<file path="src/rtl/pipe_ctrl.sv">
// Pipeline control: prioritises hazard requests into per-stage enables/flushes and
// sequences memory waits, halt and the memory-timeout trap. Optional macro: PIPE_PERF_EN.
module pipe_ctrl #(
  parameter int unsigned MEM_TIMEOUT = 255
) (
  input  logic        clk,
  input  logic        rst,
  input  logic        Need_Stall,
  input  logic        EX__Branch_Taken,
  input  logic        ID__Jump,
  input  logic        MEM__Req,
  input  logic        MEM__Ready,
  input  logic        WB__Halt,
  input  logic        Resume,
  output logic        PC_En,
  output logic        IFid_En,
  output logic        IDex_En,
  output logic        EXmem_En,
  output logic        MEMwb_En,
  output logic        IFid_Flush,
  output logic        IDex_Flush,
  output logic        EXmem_Flush,
  output logic [1:0]  PC_Src,
  output logic        Stalled,
  output logic        Mem_Timeout,
  output logic [31:0] Perf_Stall_Cnt,
  output logic [31:0] Perf_Flush_Cnt
);

  localparam int unsigned CNT_W   = 8;
  localparam int unsigned PERF_W  = 32;
  localparam int unsigned EN_W    = 5;
  localparam int unsigned FLUSH_W = 3;

  localparam logic [CNT_W-1:0] TIMEOUT_VAL = CNT_W'(MEM_TIMEOUT);
  localparam logic [CNT_W-1:0] CNT_MAX     = '1;

  // Enable order {PC, IF/ID, ID/EX, EX/MEM, MEM/WB}; flush order {IF/ID, ID/EX, EX/MEM}.
  localparam logic [EN_W-1:0]    EN_ALL     = '1;
  localparam logic [EN_W-1:0]    EN_LOADUSE = 5'b00011;
  localparam logic [FLUSH_W-1:0] FL_LOADUSE = 3'b001;
  localparam logic [FLUSH_W-1:0] FL_BRANCH  = 3'b110;
  localparam logic [FLUSH_W-1:0] FL_JUMP    = 3'b100;

  typedef enum logic [1:0] {
    ST_RUN   = 2'd0,
    ST_MWAIT = 2'd1,
    ST_HALT  = 2'd2
  } state_e;

  state_e             state_q, state_d;
  logic [CNT_W-1:0]   cnt_q, cnt_d;
  logic               timeout_q, timeout_d;

  logic [EN_W-1:0]    en_c;
  logic [FLUSH_W-1:0] flush_c;
  logic [1:0]         pc_src_c;
  logic               stalled_c;
  logic               prio_eval_c;
  logic               mem_wait_c;

  always_ff @(posedge clk) begin
    if (!rst) begin
      state_q   <= ST_RUN;
      cnt_q     <= '0;
      timeout_q <= 1'b0;
    end else begin
      state_q   <= state_d;
      cnt_q     <= cnt_d;
      timeout_q <= timeout_d;
    end
  end

  always_comb begin
    state_d     = state_q;
    cnt_d       = cnt_q;
    timeout_d   = timeout_q;
    en_c        = EN_ALL;
    flush_c     = '0;
    pc_src_c    = 2'b00;
    prio_eval_c = 1'b0;
    mem_wait_c  = (state_q == ST_RUN) && MEM__Req && !MEM__Ready;

    case (state_q)
      ST_RUN: prio_eval_c = 1'b1;
      ST_MWAIT: begin
        if (!MEM__Ready) begin
          en_c  = '0;
          cnt_d = (cnt_q == CNT_MAX) ? cnt_q : cnt_q + CNT_W'(1);
          if (cnt_q == TIMEOUT_VAL) begin
            state_d   = ST_HALT;
            timeout_d = 1'b1;
          end
        end else begin
          prio_eval_c = 1'b1;
        end
      end
      ST_HALT: begin
        en_c  = '0;
        cnt_d = '0;
        if (Resume) begin
          state_d   = ST_RUN;
          timeout_d = 1'b0;
        end
      end
      default: state_d = ST_RUN;
    endcase

    // Shared priority list; the memory-wait term is only live from RUN.
    if (prio_eval_c) begin
      state_d = ST_RUN;
      cnt_d   = '0;
      if (WB__Halt) begin
        en_c    = '0;
        state_d = ST_HALT;
      end else if (mem_wait_c) begin
        en_c    = '0;
        state_d = ST_MWAIT;
        cnt_d   = CNT_W'(1);
      end else if (Need_Stall) begin
        en_c    = EN_LOADUSE;
        flush_c = FL_LOADUSE;
      end else if (EX__Branch_Taken) begin
        pc_src_c = 2'b10;
        flush_c  = FL_BRANCH;
      end else if (ID__Jump) begin
        pc_src_c = 2'b01;
        flush_c  = FL_JUMP;
      end
    end

    if (!rst) begin
      en_c     = '0;
      flush_c  = '0;
      pc_src_c = 2'b00;
    end
    stalled_c = rst && (en_c != EN_ALL);
  end

  assign {PC_En, IFid_En, IDex_En, EXmem_En, MEMwb_En} = en_c;
  assign {IFid_Flush, IDex_Flush, EXmem_Flush}         = flush_c;
  assign PC_Src      = pc_src_c;
  assign Stalled     = stalled_c;
  assign Mem_Timeout = timeout_q;

`ifdef PIPE_PERF_EN
  logic [PERF_W-1:0] stall_cnt_q, flush_cnt_q;

  always_ff @(posedge clk) begin
    if (!rst) begin
      stall_cnt_q <= '0;
      flush_cnt_q <= '0;
    end else begin
      if (stalled_c) stall_cnt_q <= stall_cnt_q + PERF_W'(1);
      if (|flush_c)  flush_cnt_q <= flush_cnt_q + PERF_W'(1);
    end
  end

  assign Perf_Stall_Cnt = stall_cnt_q;
  assign Perf_Flush_Cnt = flush_cnt_q;
`else
  assign Perf_Stall_Cnt = '0;
  assign Perf_Flush_Cnt = '0;
`endif

endmodule

</file>
<file path="config.mk">
export PLATFORM = sky130hd
export DESIGN_NAME = pipe_ctrl
export DESIGN_NICKNAME = d
export VERILOG_FILES = /design/src/rtl/pipe_ctrl.sv
export SDC_FILE = /design/constraint.sdc
export NUM_CORES = 1
export LEC_CHECK = 0
export CAP_MARGIN = 20
export CORE_ASPECT_RATIO = 0.75
export CORE_MARGIN = 2
export CORE_UTILIZATION = 38
export DETAILED_ROUTE_END_ITERATION = 10
export GPL_ROUTABILITY_DRIVEN = 0
export PLACE_DENSITY = 0.95
export SLEW_MARGIN = 30
export SYNTH_ARGS = -nofsm -noshare
export SYNTH_HDL_FRONTEND = slang
export SYNTH_SLANG_ARGS = --single-unit
</file>
<file path="constraint.sdc">
create_clock -name clk -period 4.6 [get_ports clk]
set_input_delay 0.69 -clock clk [delete_from_list [all_inputs] [get_ports clk]]
set_output_delay 0.69 -clock clk [all_outputs]
set_load 0.01 [all_outputs]
</file>
==> impl_metrics.ini <==
[run_status]
status = finished clean

[sta]
relSlewSlack_pct = 54.0
holdWs_ps = 518
setup_viol = 0
finClkSkew_ps = 6.07
fin_crit_sh_pct = 75.3
rsz0062_at_grt = no
hold_viol = 0
slew_viol_final = 0
max_freq_mhz = 289
worst_slew_pin_slew_ps = 688
finalSetupTns_ps = 0
fin_crit_ps = 3470

[pwr]
p_leak_uw = 0.000569
ir_worst_vdd_v = 0.000108
power_density_mw_per_mm2 = 212
total_power_uw = 253

[clock_tree]
htreeDepth = 1
root_buffer = clkbuf_8
cts_setup_buffers = 0
clock_latency_ps = 240
ctsHoldBuffers = 0
clock-sinks = 11
cts.repair.resized = 0
clockBufferDepth = 2
tritoncts = done
cts-buffers-inserted = 3
clk_pin_slew_ps = 50

[global_route]
grt_overflow = 0
grt_max_degree = 14
grt_antenna_before_repair = 0
grt.total_usage_pct = 10.6
grt_pass1_vias = 633
grt_pass1_wl_um = 2870

[placement]
port_buffers = 20
place_hpwl_um = 1750

[final_layout]
fillerInstances = 307
finalNetCount = 184
drive_gt1_share_pct = 5.78
regArea_um2 = 220
multiInputGateArea_um2 = 651
antennaDiodeCount = 0
area_growth_pct = -0.625

[synthesis]
yosysWarningCount = 0
yosysSeqAreaShare_pct = 18.3
synth_top_area_cell = buf_4
netlist_area_mm2 = 0.00120
yosysUniqueCellTypes = 31
ys_ff_latch = 11
syn_avg_cell_area_um2 = 7.65
ys_top_cells_by_area = buf_4 (43%), dfxtp_1 (18%), nor2_1 (3.1%)
syn_inst = 157
synth_top_area_share_pct = 42.5

[route]
topRoutingLayerUsed = met3
dr_wl_met2_um = 1050
met1_length_um = 918
post_drt_via_cell_ratio = 4.14
firstDrtPassIters = 4
first_iter_violations = 52
post_drt_wl_per_cell_um = 10.1
antenna_left = 0
wirelength_um = 2130
drc = 0
wl_met3_um = 158
vias = 874

[die]
boundaryPins = 85
die_x_um = 68.9
dieArea_mm2 = 0.00363
die_h_um = 52.7
start_util_pct = 40.3
core_mm2 = 0.00298
fp-row-count = 17

[worst_setup_path]
cp.arrival_ps = 2780
worstPathMaxFanout = 9
critPathRequiredTime_ps = 3910
crit_path_start_kind = primary input
reg2reg_slack_ps = 2670
cp-end-kind = output port
worst-setup-path-type = in -> out

[run]
cap_violations = 0

[worst_hold_path]
hold_class = reg -> reg
-- path summary, 6_finish.rpt --
check / start / cells past startpoint / to
worst min-delay path: cnt_q[1] / 2 / cnt_q[1]
worst max register to register: cnt_q[0] / 5 / cnt_q[5]
worst min register to register: cnt_q[1] / 2 / cnt_q[1]
worst max-delay path: rst / 5 / PC_Src[0]
-- cells by family after synthesis --
kind of cell,Yosys count,synth area share (%)
AOI/OAI and AO/OA,23,14.4
muxes,1,0.833
other,1,0.312
and+or+nand+nor,41,17.9
buffers and inverters,79,47.2
adders and majority gates,1,1.04
DFF,11,18.3
-- where the power goes --
| group | switching (uW) | leakage, uW | total, uW | internal, uW |
|---|---|---|---|---|
| registers | 2.96 | 0.0000890 | 99.9 | 96.9 |
| logic | 39.6 | 0.000457 | 56.7 | 17.1 |
| clock network | 35.8 | 0.0000228 | 96.6 | 60.8 |
-- metal layers --
layer,global-route usage (%),vias to the layer above
li1,-,424
met1,14.5,408
met2,16.0,42
met3,3.87,0
met4,1.96,0
met5,0,-
-- Yosys cell counts, drive strengths merged --
library cell,n
o31ai,4
buf,70
clkbuf,1
and3,2
dfxtp,11
nand4,3
a31o,1
nor3,3
and4,1
nor2,10
o41ai,1
nor3b,1
conb,1
or4,2
o311a,1
o221a,1
inv,8
and2,1
o21ai,8
mux2i,1
or2,2
or3,3
nand2,5
ha,1
o21a,1
nand3,5
a21oi,6
nand2b,3
-- area by class of cell --
type | instances | area share [%]
Multi-Input combinational cell | 130 | 54.5
Sequential cell | 11 | 18.4
Timing Repair Buffer | 20 | 16.8
Tap cell | 38 | 3.98
Clock buffer | 4 | 3.77
Inverter | 8 | 2.52
-- flip-flops by register name, indices dropped and copies added, names as in the netlist --
register     cells
Mem_Timeout      1
cnt_q            8
state_q          2
-- cell usage in the layout (no fill, tap or decap), types with 2 or more instances in the layout --
cell type and n:
o31ai_1 4, clkbuf_8 3, conb_1 64, dfxtp_1 11, nor3_1 3, and3_1 2, nor2_1 10, inv_1 8
nand4_1 3, a21oi_2 2, clkdlybuf4s50_1 20, o21ai_1 3, nand3_1 5, a21oi_1 4, o21ai_0 5, or3_1 3
or2_2 2, or4_1 2, nand2b_1 3, nand2_1 5
-- metrics by stage --
stage / std cells / worst slack [ps] / utilization, % / area, um2
2_1_floorplan: 220 / 2080 / - / 1440
3_3_place_gp: 207 / 1230 / 38.6 / 1150
3_5_place_dp: 207 / 1150 / 38.6 / 1150
4_1_cts: 211 / 1140 / 40.1 / 1190
5_1_grt: 211 / 1070 / 40.1 / 1190
6_report: 211 / 1130 / 40.1 / 1190
-- worst max-delay path, cell delays in order --
cell and delay, ps:
clkdlybuf4s50_1 640, inv_1 210, or3_1 420, nor3b_1 230
clkdlybuf4s50_1 580
(Power assumes the default switching activity.)
